`src/rtl/core_pkg.sv`:
```
// Shared core types: renamed micro-op layout and dispatch-stage sizing constants.
package core_pkg;
    localparam int DISPATCH_W = 2;
    localparam int DQ_DEPTH   = 8;
    localparam int NUM_PREGS  = 64;
    localparam int PHYS_W     = $clog2(NUM_PREGS);
    localparam int CORE_XLEN  = 32;
    localparam int AREG_W     = 5;

    typedef struct packed {
        logic [6:0]           opcode;
        logic [2:0]           func;
        logic [PHYS_W-1:0]    prs1;
        logic [PHYS_W-1:0]    prs2;
        logic [PHYS_W-1:0]    prd;
        logic                 rs1_valid;
        logic                 rs2_valid;
        logic                 rd_valid;
        logic [CORE_XLEN-1:0] imm;
        logic [CORE_XLEN-1:0] pc;
        logic [AREG_W-1:0]    rs1;
        logic [AREG_W-1:0]    rs2;
        logic [AREG_W-1:0]    rd;
        logic                 is_alu;
        logic                 is_load;
        logic                 is_store;
        logic                 is_branch;
        logic                 is_cas;
    } uop_t;

    function automatic logic uop_is_mem(input uop_t u);
        return u.is_load | u.is_store | u.is_cas;
    endfunction

    function automatic logic uop_is_rs(input uop_t u);
        return u.is_alu | u.is_branch;
    endfunction
endpackage

```
`src/rtl/preg_scoreboard.sv`:
```
// Physical-register readiness bits: clears from producers, sets from CDB, bulk set on flush.
module preg_scoreboard #(
    parameter  int PREGS = 64,
    parameter  int NCLR  = 2,
    parameter  int NSET  = 2,
    localparam int TW    = $clog2(PREGS)
) (
    input  logic                      clk,
    input  logic                      reset_n,
    input  logic [NCLR-1:0]           clr_en_i,
    input  logic [NCLR-1:0][TW-1:0]   clr_tag_i,
    input  logic [NSET-1:0]           set_en_i,
    input  logic [NSET-1:0][TW-1:0]   set_tag_i,
    input  logic                      flush_i,
    input  logic [PREGS-1:0]          flush_mask_i,
    output logic [PREGS-1:0]          ready_o
);
    logic [PREGS-1:0] rdy_q, rdy_d;

    // Later updates override earlier ones: clear, then CDB set, then flush mask.
    always_comb begin
        rdy_d = rdy_q;
        for (int i = 0; i < NCLR; i++)
            if (clr_en_i[i]) rdy_d[clr_tag_i[i]] = 1'b0;
        for (int i = 0; i < NSET; i++)
            if (set_en_i[i]) rdy_d[set_tag_i[i]] = 1'b1;
        if (flush_i) rdy_d = rdy_d | flush_mask_i;
        rdy_d[0] = 1'b1;
    end

    always_ff @(posedge clk or negedge reset_n) begin
        if (!reset_n) rdy_q <= '1;
        else          rdy_q <= rdy_d;
    end

    assign ready_o = rdy_q;
endmodule

```
`src/rtl/dispatch_queue.sv`:
```
// In-order circular dispatch buffer between rename and RS/ROB/LSU; drains the longest
// credit-legal prefix of the head each cycle and reports operand readiness.
module dispatch_queue
    import core_pkg::*;
#(
    parameter  int W         = DISPATCH_W,
    parameter  int DEPTH     = DQ_DEPTH,
    parameter  int MEM_PORTS = 1,
    parameter  int CDB_W     = 2,
    parameter  int PREGS     = NUM_PREGS,
    parameter  int XLEN      = CORE_XLEN,
    parameter  int ROB_IDX_W = 5,
    localparam int PTR_W     = $clog2(DEPTH),
    localparam int CNT_W     = PTR_W + 1,
    localparam int PW        = $clog2(PREGS)
) (
    input  logic                          clk,
    input  logic                          reset_n,
    input  logic [W-1:0]                  enq_valid,
    output logic                          enq_ready,
    input  uop_t [W-1:0]                  enq_uop,
    input  logic                          flush,
    input  logic [PREGS-1:0]              flush_ready_mask,
    input  logic [CNT_W-1:0]              rob_credits,
    input  logic [CNT_W-1:0]              rs_credits,
    input  logic [CNT_W-1:0]              lsu_credits,
    input  logic [ROB_IDX_W-1:0]          rob_base_idx,
    output logic [W-1:0]                  disp_en,
    output uop_t [W-1:0]                  disp_uop,
    output logic [W-1:0][ROB_IDX_W-1:0]   disp_rob_idx,
    output logic [W-1:0]                  disp_to_rs,
    output logic [W-1:0]                  disp_to_lsu,
    output logic [W-1:0]                  disp_src1_ready,
    output logic [W-1:0]                  disp_src2_ready,
    input  logic [CDB_W-1:0]              cdb_valid,
    input  logic [CDB_W-1:0][PW-1:0]      cdb_tag,
    output logic [CNT_W-1:0]              occupancy
);
    if (XLEN != CORE_XLEN || PW != PHYS_W || W < 1 || W > 4 || DEPTH < 2 * W ||
        MEM_PORTS < 1 || MEM_PORTS > W) begin : g_bad_cfg
        $error("dispatch_queue: unsupported parameter set");
    end

    localparam logic [CNT_W-1:0] ONE = CNT_W'(1);

    uop_t                buf_q [DEPTH];
    logic [PTR_W-1:0]    head_q, head_d, tail_q, tail_d;
    logic [CNT_W-1:0]    occ_q, occ_d;
    uop_t [W-1:0]        head_uop;
    logic [W-1:0]        lane_vld, is_rs, is_mem, rdy1, rdy2, sb_clr;
    logic [W-1:0][PW-1:0] sb_clr_tag;
    logic [CNT_W-1:0]    enq_cnt, deq_cnt, rob_c, rs_c, mem_c, mem_lim;
    logic                stop;
    logic [PREGS-1:0]    sb_rdy;

    assign enq_ready = !flush && ((CNT_W'(DEPTH) - occ_q) >= CNT_W'(W));
    assign occupancy = occ_q;

    always_comb begin
        for (int i = 0; i < W; i++) begin
            head_uop[i]   = buf_q[head_q + PTR_W'(i)];
            lane_vld[i]   = CNT_W'(i) < occ_q;
            is_rs[i]      = uop_is_rs(head_uop[i]);
            is_mem[i]     = uop_is_mem(head_uop[i]);
        end
    end

    // A lane that misses any credit stops the group; younger lanes never skip ahead.
    always_comb begin
        disp_en = '0;
        rob_c   = '0;
        rs_c    = '0;
        mem_c   = '0;
        stop    = 1'b0;
        mem_lim = (CNT_W'(MEM_PORTS) < lsu_credits) ? CNT_W'(MEM_PORTS) : lsu_credits;
        for (int i = 0; i < W; i++) begin
            if (!stop && !flush && lane_vld[i]
                && (rob_c + ONE <= rob_credits)
                && (rs_c + CNT_W'(is_rs[i]) <= rs_credits)
                && (mem_c + CNT_W'(is_mem[i]) <= mem_lim)) begin
                disp_en[i] = 1'b1;
                rob_c      = rob_c + ONE;
                rs_c       = rs_c + CNT_W'(is_rs[i]);
                mem_c      = mem_c + CNT_W'(is_mem[i]);
            end else begin
                stop = 1'b1;
            end
        end
    end

    always_comb begin
        rdy1 = '0;
        rdy2 = '0;
        for (int i = 0; i < W; i++) begin
            rdy1[i] = sb_rdy[head_uop[i].prs1];
            rdy2[i] = sb_rdy[head_uop[i].prs2];
            for (int c = 0; c < CDB_W; c++) begin
                if (cdb_valid[c] && cdb_tag[c] == head_uop[i].prs1) rdy1[i] = 1'b1;
                if (cdb_valid[c] && cdb_tag[c] == head_uop[i].prs2) rdy2[i] = 1'b1;
            end
            // An older lane of the same group produces this operand; scoreboard hasn't seen it yet.
            for (int j = 0; j < i; j++) begin
                if (head_uop[j].rd_valid && head_uop[j].prd == head_uop[i].prs1) rdy1[i] = 1'b0;
                if (head_uop[j].rd_valid && head_uop[j].prd == head_uop[i].prs2) rdy2[i] = 1'b0;
            end
            if (!head_uop[i].rs1_valid || head_uop[i].prs1 == '0) rdy1[i] = 1'b1;
            if (!head_uop[i].rs2_valid || head_uop[i].prs2 == '0) rdy2[i] = 1'b1;
        end
    end

    always_comb begin
        for (int i = 0; i < W; i++) begin
            disp_uop[i]     = lane_vld[i] ? head_uop[i] : '0;
            disp_rob_idx[i] = lane_vld[i] ? rob_base_idx + ROB_IDX_W'(i) : '0;
            sb_clr[i]       = disp_en[i] && head_uop[i].rd_valid && head_uop[i].prd != '0;
            sb_clr_tag[i]   = head_uop[i].prd;
        end
        disp_to_rs      = disp_en & is_rs;
        disp_to_lsu     = disp_en & is_mem;
        disp_src1_ready = lane_vld & rdy1;
        disp_src2_ready = lane_vld & rdy2;
    end

    always_comb begin
        enq_cnt = enq_ready ? CNT_W'($countones(enq_valid)) : '0;
        deq_cnt = CNT_W'($countones(disp_en));
        if (flush) begin
            head_d = '0;
            tail_d = '0;
            occ_d  = '0;
        end else begin
            head_d = head_q + PTR_W'(deq_cnt);
            tail_d = tail_q + PTR_W'(enq_cnt);
            occ_d  = occ_q + enq_cnt - deq_cnt;
        end
    end

    always_ff @(posedge clk or negedge reset_n) begin
        if (!reset_n) begin
            head_q <= '0;
            tail_q <= '0;
            occ_q  <= '0;
        end else begin
            head_q <= head_d;
            tail_q <= tail_d;
            occ_q  <= occ_d;
        end
    end

    // Storage needs no reset: occupancy alone decides which entries are live.
    always_ff @(posedge clk) begin
        for (int i = 0; i < W; i++)
            if (enq_ready && enq_valid[i]) buf_q[tail_q + PTR_W'(i)] <= enq_uop[i];
    end

    preg_scoreboard #(.PREGS(PREGS), .NCLR(W), .NSET(CDB_W)) u_sb (
        .clk          (clk),
        .reset_n      (reset_n),
        .clr_en_i     (sb_clr),
        .clr_tag_i    (sb_clr_tag),
        .set_en_i     (cdb_valid),
        .set_tag_i    (cdb_tag),
        .flush_i      (flush),
        .flush_mask_i (flush_ready_mask),
        .ready_o      (sb_rdy)
    );

    a_enq_contig: assert property (@(posedge clk) disable iff (!reset_n)
        ((enq_valid & (enq_valid + W'(1))) == '0));
    a_occ_bound: assert property (@(posedge clk) disable iff (!reset_n)
        (occ_q <= CNT_W'(DEPTH)));
endmodule

```
`config.mk`:
```
export PLATFORM = sky130hd
export DESIGN_NAME = dispatch_queue
export DESIGN_NICKNAME = d
export VERILOG_FILES = /design/src/rtl/core_pkg.sv /design/src/rtl/preg_scoreboard.sv /design/src/rtl/dispatch_queue.sv
export SDC_FILE = /design/constraint.sdc
export NUM_CORES = 2
export LEC_CHECK = 0
export CORE_AREA = 2 2 396 398
export CTS_CLUSTER_SIZE = 8
export DETAILED_ROUTE_END_ITERATION = 7
export DIE_AREA = 0 0 398 400
export GPL_ROUTABILITY_DRIVEN = 0
export SYNTH_ARGS = -nofsm -noshare
export SYNTH_HDL_FRONTEND = slang
export SYNTH_SLANG_ARGS = --single-unit
```
`constraint.sdc`:
```
create_clock -name clk -period 32.3 [get_ports clk]
set_clock_uncertainty 0.15 [all_clocks]
set_input_delay 9.69 -clock clk [delete_from_list [all_inputs] [get_ports clk]]
set_output_delay 9.69 -clock clk [all_outputs]
set_load 0.01 [all_outputs]
```
; After elaboration in Yosys (flattened, before gate mapping)
; Memories as Yosys holds them, arrays and structs flattened.
; Cells that the tools add are included.
[totals]
reg_bits = 73
mem_bits_rw = 920
inputBits = 330
out_inout_bits = 255
word_cells = 165
mem_count = 1
[op_classes]
n_addsub = 13
n_lt_le_gt_ge = 22
eq_ne = 10
muxes = 53
bitwise = 17
n_reduce_logical = 45
[memory_table]
columns = memory, depth, word_bits, read_ports, rd_clocked_by_memory_dff, write_ports, line
row1 = buf_q, 8, 115, 2, 0, 2, dispatch_queue.sv:46  ; uop_t buf_q [DEPTH];
[ops]
columns = operator, count
row1 = two-way mux 64 bit, 5
row2 = two-way mux 115 bit, 2
row3 = bitwise OR 64 bit, 3
row4 = bitwise AND 64 bit, 2
row5 = inverter 64 bit, 2
row6 = equality test 6 bit, 10
row7 = "< comparator 6 x 7 -> 1 bit, second input constant", 8
row8 = two-way mux 1 bit, 31
row9 = logical AND 1 bit, 30
row10 = binary-select mux 1 bit (select 6 bit), 4
row11 = demux 1 bit (select 6 bit), 4
row12 = "greater-or-equal comparator 6 x 1 -> 1 bit, second input constant", 4
row13 = zero test 6 bit, 4
row14 = <= comparator 4 bit, 3
row15 = "< comparator 1 x 4 -> 1 bit, first input constant", 3
row16 = nonzero test 6 bit, 2
row17 = two-way mux 5 bit, 2
row18 = adder 4 x 1 -> 4 bit, 2
row19 = bitwise AND 2 bit, 4
row20 = <= comparator 1 x 4 -> 1 bit, 2
row21 = two-way mux 4 bit, 2
row22 = "adder 3 x 1 -> 3 bit, second input constant", 2
row23 = adder 3 x 2 -> 3 bit, 2
row24 = two-way mux 3 bit, 2
row25 = other kinds (12), 25

; Logic depth before layout (Yosys ltp)
[depth]
word_depth = 21
mapped_depth = 31
depth_no_buf = 24

; Cells and area by module
; From an unflattened synthesis, not the netlist that was laid out.
[unflattened]
cells_unflattened = 4184
area_unflattened_um2 = 62117.1
[modules_own_cells]
columns = mod, n_inst, cells_each, area_each_um2, seq_area_each_um2
row1 = dispatch_queue, 1, 3698, 57626.5, 27876.7
row2 = preg_scoreboard, 1, 486, 4490.6, 1655.3

; Worst setup path before layout
; OpenSTA, ideal clock, no wires.
[synth_path]
path_kind = input -> output
start = input lsu_credits[3]
end = output disp_to_lsu[1]
arrival_ps = 12986
required_ps = 22460
setup_slack_ps = 9474
cell_stages = 15
n_path_buf = 0
path_cell_list = or4_1 ha_1 o21ai_0 nor3_1 o21ai_1 nor2_1 ha_1 inv_1 ha_1 inv_1 a21oi_1 a21oi_1 or3_1 nor4_1 and2_1
[synth_between]
elab_chain_len = 12
elab_cells_between_ends = 20
cone_classes = 3 x add/sub / 5 x order compare / 5 x mux / 1 x bitwise / 6 x reduce/logical
[synth_lines]
columns = element, line
row1 = from (decl), dispatch_queue.sv:26  ; input logic [CNT_W-1:0] lsu_credits,
row2 = < comparator 1 x 4 -> 1 bit, dispatch_queue.sv:75  ; mem_lim = (CNT_W'(MEM_PORTS) < lsu_credits) ? CNT_W'(MEM_PORTS) : lsu_credits;
row3 = two-way mux 4 bit *, dispatch_queue.sv:75
row4 = <= comparator 1 x 4 -> 1 bit, dispatch_queue.sv:80  ; && (mem_c + CNT_W'(is_mem[i]) <= mem_lim)) begin
row5 = logical AND 1 bit, dispatch_queue.sv:80
row6 = two-way mux 1 bit, dispatch_queue.sv:77  ; if (!stop && !flush && lane_vld[i]
row7 = adder 4 x 1 -> 4 bit, --
row8 = <= comparator 4 bit, dispatch_queue.sv:78  ; && (rob_c + ONE <= rob_credits)
row9 = logical AND 1 bit, dispatch_queue.sv:78
row10 = logical AND 1 bit, dispatch_queue.sv:79  ; && (rs_c + CNT_W'(is_rs[i]) <= rs_credits)
row11 = logical AND 1 bit *, dispatch_queue.sv:80
row12 = two-way mux 1 bit *, dispatch_queue.sv:77
row13 = net disp_en[1], dispatch_queue.sv:28  ; output logic [W-1:0] disp_en,
row14 = bitwise AND 2 bit *, dispatch_queue.sv:119  ; disp_to_lsu = disp_en & is_mem;
row15 = to (decl), dispatch_queue.sv:32  ; output logic [W-1:0] disp_to_lsu,
; Mark *: on every way through the listed nets, which the timed path passes. The rest lies on a longest branch.

; Worst setup path in the final report
[layout_path]
start = input lsu_credits[3]
end = output disp_to_rs[1]
[layout_between]
elab_chain_len = 12
elab_cells_between_ends = 20
cone_classes = 3 x add/sub / 5 x order compare / 5 x mux / 1 x bitwise / 6 x reduce/logical
[layout_lines]
columns = element, line
row1 = < comparator 1 x 4 -> 1 bit, dispatch_queue.sv:75
row2 = two-way mux 4 bit *, dispatch_queue.sv:75
row3 = <= comparator 1 x 4 -> 1 bit, dispatch_queue.sv:80
row4 = logical AND 1 bit, dispatch_queue.sv:80
row5 = two-way mux 1 bit, dispatch_queue.sv:77
row6 = adder 4 x 1 -> 4 bit, --
row7 = <= comparator 4 bit, dispatch_queue.sv:78
row8 = logical AND 1 bit, dispatch_queue.sv:78
row9 = logical AND 1 bit, dispatch_queue.sv:79
row10 = logical AND 1 bit *, dispatch_queue.sv:80
row11 = two-way mux 1 bit *, dispatch_queue.sv:77
row12 = bitwise AND 2 bit *, dispatch_queue.sv:118  ; disp_to_rs = disp_en & is_rs;
row13 = to (decl), dispatch_queue.sv:31  ; output logic [W-1:0] disp_to_rs,
; Every way passes the cells marked *; elsewhere a longest branch is shown, timed or not.

==> reports/metrics.cfg <==
[floorplan]
start_util_pct=39.8
die_area_mm2=0.159
die_width_um=398
rows=145
die_y_um=400
io_pins=585
core_mm2=0.155

[synthesis]
ys_top_cells_by_area=edfxtp_1, mux2_2, mux4_2
syn_nets=4546
yosys.area.top_type=edfxtp_1
ys_types=73
synthArstFlopShare_pct=7.35
yosys.area_share.simple_pct=4.91
synth_cells=4188
synth_commonest_cells=mux2_2, edfxtp_1, mux4_2
synth_top_family_by_area=multiplexers
synth_ff_type=edfxtp_1
ys_ff_latch=993
synth_top_area_share_pct=44.8
synth-adder-area-share_pct=0.617
synth_xor_area_share_pct=1.15
syn_avg_cell_area_um2=14.7
yosysSeqAreaShare_pct=47.9
ys_warn_count=0
synth.most_common_cell=mux2_2
syn-cell-area_mm2=0.0617
synthMuxAreaShare_pct=38.2
synth_edf_count=920
synth_compound_area_share_pct=4.57

[detailed_routing]
first_pass_iters=8
dr.max_layer_used=met5
wl_per_cell_um=32.0
drtIter0Drc=4016
vias=42370
drc_errors=15
routed_via_density=6.26
wl_met2_mm=99.6
met1_length_mm=89.8
ant_nets=0
wl_met3_mm=20.2
drt-total-wl_mm=217

[finish]
layout-drive-gt1-share_pct=37.8
area_growth_pct=19.2
fin_nets=5026
seq_area_mm2=0.0295
multi_input_area_mm2=0.0308
nFillCells=13580

[worst_setup_path]
r2r-start=head_q[1]$_DFF_PN0_
critPathKind=in -> out
critical_path.max_stage_delay_ns=0.68
worstSetupStartpointType=input pin
worstRegToRegCells=21
reg2reg_slack_ns=24.54
critPathSlowestCell=nor4_2
endpoint_kind=output port
cp.arrival_ns=14.37
startpoint=lsu_credits[3]
worstPathCellList=clkdlybuf4s50_1 -> or4_1 -> ha_1 -> o21ai_0 -> nor3_1 -> o21ai_1 -> nor2_1 -> ha_1 -> inv_1 -> ha_1 -> inv_1 -> a21oi_1 -> a21oi_1 -> or3_1 -> nor4_2 -> and2_1 -> clkdlybuf4s50_1
path_max_fanout=7
critPathCapture=disp_to_rs[1]
cp_common_cell=ha_1
regToRegEndpoint=u_sb.ready_o[57]$_DFF_PN1_
required_ns=22.46

[timing]
rsz0062_at_grt=false
tightest_slew_ns=1.24
slew_viol_final=0
holdWs_ns=0.371
tns_ns=0
final.min_clock_period_ns=24.21
finalWorstSetupSlack_ns=8.09
setup_viol=0
slew_headroom_pct=17.6
post-route-period-util_pct=75.0
fmax_mhz=41.3
hold_viol_final=0

[pwr]
p_int_mw=3.75
swShare_pct=38.1
p_switching_mw=2.31
seqPwrFrac_pct=26.8
powerDensity_mw_per_mm2=82.5
p_leak_nw=23.4
combPwrFrac_pct=50.5
ir_drop_uv=109
clockPowerShare_pct=22.7

[global_route]
grt_pass1_wl_mm=310
grt.total_usage_pct=26.9
overflow=0
grt_pass1_vias=43526
antenna_found_initial=58
grt_max_degree=150

[clock_tree]
tritoncts=done
cts_resized=0
postCtsHoldBufs=0
htree_levels=4
clkTransAtPathRegs_ns=0.05
clock_path_buffers=3
clk_latency_ns=0.77
cts.sinks=993
cts_made_buffers=143
post_cts.repair.setup_buffers=0
cts_root_buf=clkbuf_16

[placement]
place_ws_ns=8.03
portBuffers=583
dp_hpwl_mm=131

[run_status]
outcome=complete, but fails checks
violations=DRC

[job]
drv_cap=0

[worst_hold_path]
hold_depth=2
hold_path.class=reg -> reg

area by class of cell:
class	instances	share of cell area (%)
clock buffers	156	4.99
well taps	2058	3.50
flip-flops and latches	993	40.2
inverters	28	0.143
repair buffers	679	9.01
multi-input cells	2823	41.8
diodes	19	0.0647
clock inverters	13	0.282
state kept, by name, indices dropped and copies added (netlist names):
| register | count |
|---|---|
| buf_q | 920 |
| head_q | 3 |
| occupancy | 4 |
| tail_q | 3 |
| u_sb.ready_o | 63 |
layout by cell type, fill, tap and decap left out, types with 21 or more instances in the layout:
| master | netlist | final |
|---|---|---|
| mux4_2 | 468 | 468 |
| clkdlybuf4s50_1 | 0 | 581 |
| mux2_2 | 941 | 941 |
| nand2_1 | 289 | 285 |
| a22oi_1 | 48 | 48 |
| clkbuf_16 | 0 | 145 |
| nand3_1 | 21 | 21 |
| a21oi_1 | 116 | 116 |
| a22o_1 | 32 | 32 |
| a222oi_1 | 27 | 27 |
| o221ai_1 | 35 | 35 |
| a221o_1 | 33 | 33 |
| a211oi_1 | 27 | 27 |
| dfstp_2 | 63 | 63 |
| xor2_1 | 25 | 24 |
| nor2b_1 | 37 | 36 |
| xnor2_1 | 56 | 55 |
| ha_1 | 24 | 23 |
| mux2i_1 | 218 | 212 |
| nor2_1 | 209 | 209 |
| edfxtp_1 | 920 | 920 |
| buf_4 | 11 | 91 |
| inv_1 | 25 | 25 |
| nor3_1 | 27 | 27 |
logic make-up (layout without fill, tap and decap cells):
group / Yosys count / count (layout)
muxes: 1642 / 1642
AOI/OAI and AO/OA: 386 / 386
buffers and inverters: 372 / 876
xor gates and xnor gates: 81 / 81
DFF: 993 / 993
and+or+nand+nor: 685 / 685
other: 1 / 20
adders and majority gates: 28 / 28
critical path: cells and delay by family:
kind	cells	cell delay, ns
AOI/OAI and AO/OA	4	0.75
and+or+nand+nor	6	2.08
buffers and inverters	4	1.08
adders and majority gates	3	0.78
metal layers:
layer  global-route usage, %  up-vias
li1                        -    17833
met1                    36.3    22060
met2                    41.8     1993
met3                    7.29      420
met4                    9.04       64
met5                       0        -
worst min path at each step:
stage                               startpoint                    endpoint  slack (ns)
floorplan            u_sb.ready_o[6]$_DFF_PN1_   u_sb.ready_o[6]$_DFF_PN1_        0.33
global placement    u_sb.ready_o[20]$_DFF_PN1_  u_sb.ready_o[20]$_DFF_PN1_        0.35
detailed placement  u_sb.ready_o[42]$_DFF_PN1_  u_sb.ready_o[42]$_DFF_PN1_        0.35
CTS                 u_sb.ready_o[50]$_DFF_PN1_  u_sb.ready_o[50]$_DFF_PN1_        0.37
global route        u_sb.ready_o[50]$_DFF_PN1_  u_sb.ready_o[50]$_DFF_PN1_        0.37
finish              u_sb.ready_o[50]$_DFF_PN1_  u_sb.ready_o[50]$_DFF_PN1_        0.37
per-stage QoR:
stage          power (mW)  util, %  instance area (µm²)  instances
3_5_place_dp         4.70     44.9                69600       6581
3_3_place_gp         4.69     44.9                69600       6581
5_1_grt              6.32     47.4                73500       6764
4_1_cts              6.09     47.4                73500       6750
2_1_floorplan        3.49        -                61700       4188
6_report             6.07     47.4                73500       6769
power by group through the flow:
| stage | Combinational [mW] | Sequential, mW | Clock, mW |
|---|---|---|---|
| finish | 3.07 | 1.63 | 1.38 |
| detailed placement | 3.05 | 1.65 | 0 |
| global placement | 3.04 | 1.64 | 0 |
| global route | 3.23 | 1.64 | 1.45 |
| floorplan | 1.85 | 1.64 | 0 |
| CTS | 3.06 | 1.62 | 1.40 |
(Power assumes the default switching activity.)
